===== config.mk =====
export PLATFORM = sky130hd
export DESIGN_NAME = floppy_sdram_port
export DESIGN_NICKNAME = d
export VERILOG_FILES = /design/src/rtl/floppy_pkg.sv /design/src/rtl/floppy_sdram_rdcache.sv /design/src/rtl/floppy_sdram_port.sv
export SDC_FILE = /design/constraint.sdc
export NUM_CORES = 1
export LEC_CHECK = 0
export CORE_MARGIN = 3
export CORE_UTILIZATION = 29
export CTS_CLUSTER_DIAMETER = 50
export DETAILED_ROUTE_END_ITERATION = 10
export PLACE_DENSITY = 0.73
export SLEW_MARGIN = 5
export SYNTH_ARGS = -nofsm -noshare
export SYNTH_HDL_FRONTEND = slang
export SYNTH_HIERARCHICAL = 1
export SYNTH_SLANG_ARGS = --single-unit

===== constraint.sdc =====
create_clock -name clk -period 2.1 [get_ports clk]
set_input_delay 0.42 -clock clk [delete_from_list [all_inputs] [get_ports clk]]
set_output_delay 0.42 -clock clk [all_outputs]
set_load 0.01 [all_outputs]

===== src/rtl/floppy_pkg.sv =====
// rtl/floppy_pkg.sv - shared state encoding, widths and byte-lane helper for the floppy SDRAM port
package floppy_pkg;

  localparam int FADDR_W = 23;
  localparam int MADDR_W = 22;
  localparam int MDATA_W = 16;

  typedef enum logic [1:0] {
    ST_IDLE      = 2'd0,
    ST_REQ       = 2'd1,
    ST_WAIT_DATA = 2'd2,
    ST_DONE      = 2'd3
  } state_t;

  // Pick the addressed byte out of an SDRAM word; hi=1 selects bits [15:8].
  function automatic logic [7:0] byte_sel(input logic [MDATA_W-1:0] word, input logic hi);
    return hi ? word[15:8] : word[7:0];
  endfunction

endpackage


===== src/rtl/floppy_sdram_rdcache.sv =====
// rtl/floppy_sdram_rdcache.sv - one-word read cache (tag, data, valid) used when FLOPPY_SDRAM_RDCACHE_EN is defined
module floppy_sdram_rdcache
  import floppy_pkg::*;
(
  input  logic               clk,
  input  logic               reset_n,
  input  logic               inv_i,
  input  logic [MADDR_W-1:0] lookup_addr_i,
  output logic               hit_o,
  output logic [MDATA_W-1:0] word_o,
  input  logic               fill_i,
  input  logic [MADDR_W-1:0] fill_addr_i,
  input  logic [MDATA_W-1:0] fill_data_i,
  input  logic               wr_i,
  input  logic [MADDR_W-1:0] wr_addr_i,
  input  logic               wr_hi_i,
  input  logic [7:0]         wr_byte_i
);

  logic               valid_q;
  logic [MADDR_W-1:0] tag_q;
  logic [MDATA_W-1:0] word_q;

  assign hit_o  = valid_q && (tag_q == lookup_addr_i);
  assign word_o = word_q;

  // Fill on read data, patch the cached byte on a matching write, invalidate beats fill.
  always_ff @(posedge clk or negedge reset_n) begin
    if (!reset_n) begin
      valid_q <= 1'b0;
      tag_q   <= '0;
      word_q  <= '0;
    end else begin
      if (fill_i) begin
        tag_q  <= fill_addr_i;
        word_q <= fill_data_i;
      end
      if (wr_i && valid_q && (tag_q == wr_addr_i)) begin
        if (wr_hi_i) word_q[15:8] <= wr_byte_i;
        else         word_q[7:0]  <= wr_byte_i;
      end
      if (inv_i)       valid_q <= 1'b0;
      else if (fill_i) valid_q <= 1'b1;
    end
  end

endmodule


===== src/rtl/floppy_sdram_port.sv =====
// rtl/floppy_sdram_port.sv - floppy byte port onto a 16-bit SDRAM arbiter; FLOPPY_SDRAM_RDCACHE_EN adds a one-word read cache
module floppy_sdram_port
  import floppy_pkg::*;
(
  input  logic               clk,
  input  logic               reset_n,
  input  logic [FADDR_W-1:0] f_addr,
  input  logic [7:0]         f_wdata,
  input  logic               f_read,
  input  logic               f_write,
  output logic [7:0]         f_rdata,
  output logic               f_busy,
  input  logic               cache_inv,
  output logic [MADDR_W-1:0] mem_addr,
  output logic [MDATA_W-1:0] mem_wdata,
  output logic [1:0]         mem_be,
  output logic               mem_req,
  output logic               mem_we,
  input  logic               mem_ack,
  input  logic [MDATA_W-1:0] mem_rdata,
  input  logic               mem_rvalid,
  output logic               overrun
);

  state_t             state_q, state_d;
  logic [FADDR_W-1:0] addr_q;
  logic [7:0]         wdata_q;
  logic               we_q;
  logic [1:0]         be_q;
  logic [7:0]         rdata_q;
  logic               overrun_q;

  logic               idle;
  logic               accept;
  logic               accept_wr;
  logic               hit_rd;
  logic               rd_load;
  logic               cache_hit;
  logic [MDATA_W-1:0] cache_word;

  assign idle      = (state_q == ST_IDLE);
  assign accept    = idle && (f_read || f_write);
  assign accept_wr = accept && f_write;
  assign hit_rd    = accept && !f_write && cache_hit;
  // Read data is taken only for an outstanding read: with its ack, or while waiting for it.
  assign rd_load   = ((state_q == ST_REQ) && mem_ack && !we_q && mem_rvalid) ||
                     ((state_q == ST_WAIT_DATA) && mem_rvalid);

`ifdef FLOPPY_SDRAM_RDCACHE_EN
  floppy_sdram_rdcache u_rdcache (
    .clk           (clk),
    .reset_n       (reset_n),
    .inv_i         (cache_inv),
    .lookup_addr_i (f_addr[FADDR_W-1:1]),
    .hit_o         (cache_hit),
    .word_o        (cache_word),
    .fill_i        (rd_load),
    .fill_addr_i   (addr_q[FADDR_W-1:1]),
    .fill_data_i   (mem_rdata),
    .wr_i          (accept_wr),
    .wr_addr_i     (f_addr[FADDR_W-1:1]),
    .wr_hi_i       (f_addr[0]),
    .wr_byte_i     (f_wdata)
  );
`else
  logic unused_cache_inv;
  assign unused_cache_inv = cache_inv ^ accept_wr;
  assign cache_hit        = 1'b0;
  assign cache_word       = '0;
`endif

  // State register; reset aborts any transaction at once.
  always_ff @(posedge clk or negedge reset_n) begin
    if (!reset_n) state_q <= ST_IDLE;
    else          state_q <= state_d;
  end

  // Next state: write wins over read, cache hits skip the SDRAM entirely.
  always_comb begin
    state_d = state_q;
    case (state_q)
      ST_IDLE: begin
        if (f_write)                   state_d = ST_REQ;
        else if (f_read && cache_hit)  state_d = ST_DONE;
        else if (f_read)               state_d = ST_REQ;
      end
      ST_REQ: begin
        if (mem_ack) begin
          if (we_q || mem_rvalid) state_d = ST_DONE;
          else                    state_d = ST_WAIT_DATA;
        end
      end
      ST_WAIT_DATA: begin
        if (mem_rvalid) state_d = ST_DONE;
      end
      ST_DONE:  state_d = ST_IDLE;
      default:  state_d = ST_IDLE;
    endcase
  end

  // Outputs decoded from state so reset removes mem_req and f_busy without waiting for a clock.
  always_comb begin
    f_busy  = 1'b0;
    mem_req = 1'b0;
    f_busy  = (state_q != ST_IDLE);
    mem_req = (state_q == ST_REQ);
  end

  // Request latch, returned byte and sticky overrun flag.
  always_ff @(posedge clk or negedge reset_n) begin
    if (!reset_n) begin
      addr_q    <= '0;
      wdata_q   <= '0;
      we_q      <= 1'b0;
      be_q      <= 2'b00;
      rdata_q   <= 8'h00;
      overrun_q <= 1'b0;
    end else begin
      if (accept) begin
        addr_q  <= f_addr;
        wdata_q <= f_wdata;
        we_q    <= f_write;
        be_q    <= f_addr[0] ? 2'b10 : 2'b01;
      end
      if (hit_rd)       rdata_q <= byte_sel(cache_word, f_addr[0]);
      else if (rd_load) rdata_q <= byte_sel(mem_rdata, addr_q[0]);
      if (!idle && (f_read || f_write)) overrun_q <= 1'b1;
    end
  end

  assign mem_addr  = addr_q[FADDR_W-1:1];
  assign mem_wdata = {wdata_q, wdata_q};
  assign mem_we    = we_q;
  assign mem_be    = be_q;
  assign f_rdata   = rdata_q;
  assign overrun   = overrun_q;

endmodule


Yosys cells after proc, flatten, opt, wreduce, memory -nomap -nowiden
Cells that the tools add are included.

Register bits after elaboration: 45. Bits of input ports: 54. Output and inout bits: 52. Word-level logic and storage cells: 35.

Equal/unequal tests: 6. Multiplexer cells: 8. Reductions and logical operators: 14.

Operators by type and width (number): 2-to-1 mux 2 bit (5); 2-to-1 mux 8 bit (1); one-hot mux 2 bit (4 select lines) (1); logical AND 1 bit (6); == test 2 bit, second input constant (2); logical OR 1 bit (3); != test 3 bit, second input constant (1); AND reduction 3 bit (1); == test 2 x 1 -> 1 bit, second input constant (1); logical NOT 1 bit (2); logical NOT 2 bit (1); != test 2 x 1 -> 1 bit, second input constant (1); != test 2 bit, second input constant (1); nonzero test 2 bit (1); 2-to-1 mux 1 bit (1).

Longest topological paths before layout
Word-level depth: 5. Mapped depth: 6. Mapped depth without buffers: 5.

Least setup slack after synthesis
Ideal clock, no wire load.

Path type: register -> register. From: reg state_q[0]. To: reg addr_q[10]. Buffers on the path: 1. Library setup time: 0.125 ns. Arrival: 1.378 ns. Setup slack: 0.597 ns. Clock period less this slack: 1.503 ns. Cell stages (with the launch flop): 6. Required time: 1.975 ns. Path through: dfrtp_1 > inv_1 > ha_1 > o21ai_4 > buf_6 > mux2_4.

Longest elaborated chain between the ends: 2.

Ends and longest elaborated chain: start: declaration (line floppy_sdram_port.sv:25) `state_t state_q, state_d;`; start signal: assignment (line floppy_sdram_port.sv:75) `else state_q <= state_d;`; logical NOT 2 bit (line floppy_sdram_port.sv:41) `assign idle = (state_q == ST_IDLE);`; logical AND 1 bit (line floppy_sdram_port.sv:42) `assign accept = idle && (f_read || f_write);`; end signal: assignment (line floppy_sdram_port.sv:120) `addr_q <= f_addr;`; end: declaration (line floppy_sdram_port.sv:26) `logic [FADDR_W-1:0] addr_q;`.

No other way between the ends. A chain may end at the register's enable or synchronous reset.

Final worst setup path
From: reg state_q[1]. To: out mem_req.

Longest elaborated chain between the ends: 1.

Ends and longest elaborated chain: == test 2 x 1 -> 1 bit (line floppy_sdram_port.sv:106) `mem_req = (state_q == ST_REQ);`; end: declaration (line floppy_sdram_port.sv:17) `output logic mem_req,`.

No other way between the ends.

==> run summary <==
The post-route cell area came out at 3320 um^2. The first-pass GRT wire length came out at 7.80 mm. The fraction of registers with async set/reset is 1.00.

The data arrival time of the critical path is 1.61 ns. The share of layout cells above drive strength 1 came out at 0.267. The number of antenna cells inserted is 0. Yosys attributes the largest share of cell area to sky130_fd_sc_hd__dfrtp_1, sky130_fd_sc_hd__mux2_4, sky130_fd_sc_hd__mux2_2.

The clock transition at the registers of the reported paths came out at 0.08 ns. The post-layout net count is 294. After legalization and detailed placement, the total HPWL measured 3.49 mm. The run finished with clean final reports. After the first detailed-routing iteration, the DRC count stood at 25. For this configuration, the core starts out at a cell density of 0.303. The number of filler cells placed in the layout is 652. The synthesized flop and latch total is 44. The aggregate routed wire length is 4.65 mm. Setup repair after global routing left no endpoint under its margin. The final number of max-transition violations was 0. The power density over the cells came out at 1490 nW/um^2. For this design, the sink count on the clock tree is 44. The largest net degree at the start of global routing is 24. The unique cell type count in the Yosys netlist is 21. Synthesis produced a netlist with a net count of 190.

The worst clock skew came out at 0.00489 ns. Once placement finished, the instance area stood at 3180 um^2. The number of instances in the synthesized netlist is 131. The switching power came out at 1.49 mW. After layout, the minimum clock period comes to 2.03 ns.

The part of the power in registers came out at 0.319. The global-route track usage on met1 is 0.146. The share of total power in combinational logic is 0.551. The period utilization came out at 0.969.

The number of antenna violations at the first check in global routing is 0. The weighted congestion reported at the end of routability-driven placement came out at 0.766. The number of ports placed on the die boundary is 106. The final number of hold-violating endpoints came to 0.

The critical path data required time came out at 1.68 ns. The fraction of the yosys area taken by sequential cells is 0.529. The relative slew slack is 0.630. Ranked by instance count, the synthesized netlist is headed by sky130_fd_sc_hd__dfrtp_1, sky130_fd_sc_hd__mux2_4, sky130_fd_sc_hd__mux2_2. After detailed routing, the number of remaining DRC violations is 0.

The count of synthesis-stage warnings from yosys is 6. In this run the most used layer during global routing was met2. Cell internal power was estimated by the tool at 3.45 mW.

The tightest min-delay check is of the primary input to async pin type. The reported leakage power came out at 1.47 nW. The number of enable-type register cells in the synthesized netlist is 0. The register-to-register setup slack is 0.42 ns. The mean instance size in the synthesized netlist is 15.9 um^2. Across every metal layer, demand over resource in global routing totals 0.115.

The wire length per cell came out at 14.0 um. The cell area after synthesis is 2080 um^2. From bottom edge to top edge, the die measures 90.7 um. TritonCTS built the clock tree. No sink is reached through more buffers than the 2 on the longest clock path. The worst setup path is captured at a primary output.

The timing-limited maximum frequency is 492 MHz. Setup violations remaining at the end of the flow were counted as 0. In the global route stage, met2 resource usage came out at 0.187. The global routing met3 resource utilization came out at 0.0442. The most numerous cell in the Yosys netlist is sky130_fd_sc_hd__dfrtp_1.

Among all flip-flop cells after synthesis, the most frequent one is sky130_fd_sc_hd__dfrtp_1. The first-pass detailed-route iteration total is 2. After floorplanning, the core was sized to cover 6870 um^2.

The routed layout has 1,364 vias. The worst setup path is launched from a register. The overall overflow remaining after global route came out at 0.

The worst setup path is of the register to primary output kind. The count of nets left with antenna violations after detail routing came out at 0. The area fraction of the dominant cell type after synthesis is 0.529. The average via count per standard cell came out at 4.11. The number of H-tree levels is 2. The worst hold slack after final layout came out at 0.108 ns. The share of total power dissipated in the clock network is 0.130. The area growth from synthesis to layout came out at 59.6%. The die is 90.7 um wide. The area enclosed by the die boundary came out at 8220 um^2. Along the worst path, the maximum fanout reaches 4. The total number of placement rows came out at 30. The number of buffers created by CTS is 5. The final total negative setup slack came out at 0 ns. The actual transition at the worst max-transition pin came out at 0.555 ns. sky130_fd_sc_hd__dfrtp_1 takes more of the synthesized area than any other cell. The share of the core filled with cells in the final layout is 0.483.

The max capacitance violation total came out at 0. The via count of the first global-routing pass came to 1,538. The worst ir drop on vdd is 0.000538 V. In this run the clock root is driven by a sky130_fd_sc_hd__clkbuf_8. The clock reaches the later pin of the worst-skew pair after 0.29 ns.

Buffers placed on the I/O ports in this run total 104. The fraction of power spent switching nets is 0.302.
## logic make-up after synthesis
family | count (synthesis) | share of synthesized area
AOI/OAI and AO/OA | 8 | 0.0355
adders and majority gates | 5 | 0.0301
buffers and inverters | 16 | 0.0584
DFF | 44 | 0.529
muxes | 48 | 0.323
and+or+nand+nor | 10 | 0.0235
## layout make-up
type | instances | area, um^2 | area share
clock inverters | 3 | 42.5 | 0.0128
inverters | 3 | 11.3 | 0.00339
repair buffers | 110 | 1110 | 0.333
well taps | 96 | 120 | 0.0362
multi-input cells | 71 | 870 | 0.262
flip-flops and latches | 44 | 1100 | 0.332
clock buffers | 5 | 68.8 | 0.0207
## cell usage in the layout (no fill, tap or decap), types with 2 or more instances in the layout
| cell type | synthesis | final |
|---|---|---|
| sky130_fd_sc_hd__nor2_1 | 2 | 2 |
| sky130_fd_sc_hd__clkbuf_8 | 0 | 5 |
| sky130_fd_sc_hd__ha_1 | 5 | 4 |
| sky130_fd_sc_hd__o21a_1 | 2 | 2 |
| sky130_fd_sc_hd__mux2_1 | 3 | 3 |
| sky130_fd_sc_hd__dfrtp_1 | 44 | 44 |
| sky130_fd_sc_hd__inv_1 | 3 | 3 |
| sky130_fd_sc_hd__mux2_2 | 10 | 10 |
| sky130_fd_sc_hd__mux2_4 | 35 | 35 |
| sky130_fd_sc_hd__buf_12 | 0 | 2 |
| sky130_fd_sc_hd__clkdlybuf4s50_1 | 0 | 103 |
| sky130_fd_sc_hd__nand2_1 | 4 | 4 |
| sky130_fd_sc_hd__buf_4 | 8 | 4 |
| sky130_fd_sc_hd__nor2b_1 | 2 | 2 |
## final timing paths
check                           start          to  cells past startpoint
setup / recovery           state_q[1]     mem_req                      3
hold / removal                reset_n  state_q[1]                      1
setup reg to reg           state_q[0]  f_rdata[5]                      6
hold reg to reg             mem_be[0]   mem_be[0]                      2
max in group asynchronous     reset_n   mem_be[0]                      2
min in group clk            mem_be[0]   mem_be[0]                      2
## sequential cells by signal, indices dropped and copies added, names as in the netlist
register / flops
addr_q: 23
f_rdata: 8
wdata_q: 8
state_q: 2
mem_be: 1
mem_we: 1
overrun: 1
## through the flow
stage	std cells	setup slack [ns]	power, mW
finish	332	0.0655	4.94
global placement	322	0.261	4.23
CTS	330	0.00506	4.97
detailed placement	322	0.237	4.28
global route	332	0.00191	5.25
floorplan	131	0.597	3.08
## power by group through the flow
stage	logic, mW	registers [mW]	clock network, mW
floorplan	1.36	1.73	0
global placement	2.65	1.58	0
detailed placement	2.69	1.59	0
CTS	2.70	1.58	0.679
global route	2.89	1.65	0.708
finish	2.72	1.58	0.643
## what timing repair did
| item | 4_1_cts | 5_1_grt |
|---|---|---|
| setup endpoints to repair | 1 | 1 |
| hold buffers | 0 | 0 |
| gates resized for setup | 1 | 1 |
| buffers inserted | 0 | 2 |
## routing by layer
metal	share of wire	up-vias
met5	0	-
met4	0.0026	0
met3	0.075	2
met2	0.48	59
met1	0.44	651
li1	-	652
## worst max-delay path: stages, from the launching register on
cell                              delay, ns
sky130_fd_sc_hd__dfrtp_1               0.41
sky130_fd_sc_hd__inv_1                 0.17
sky130_fd_sc_hd__ha_1                  0.20
sky130_fd_sc_hd__clkdlybuf4s50_1       0.54
Power figures use the tool's default switching activity.
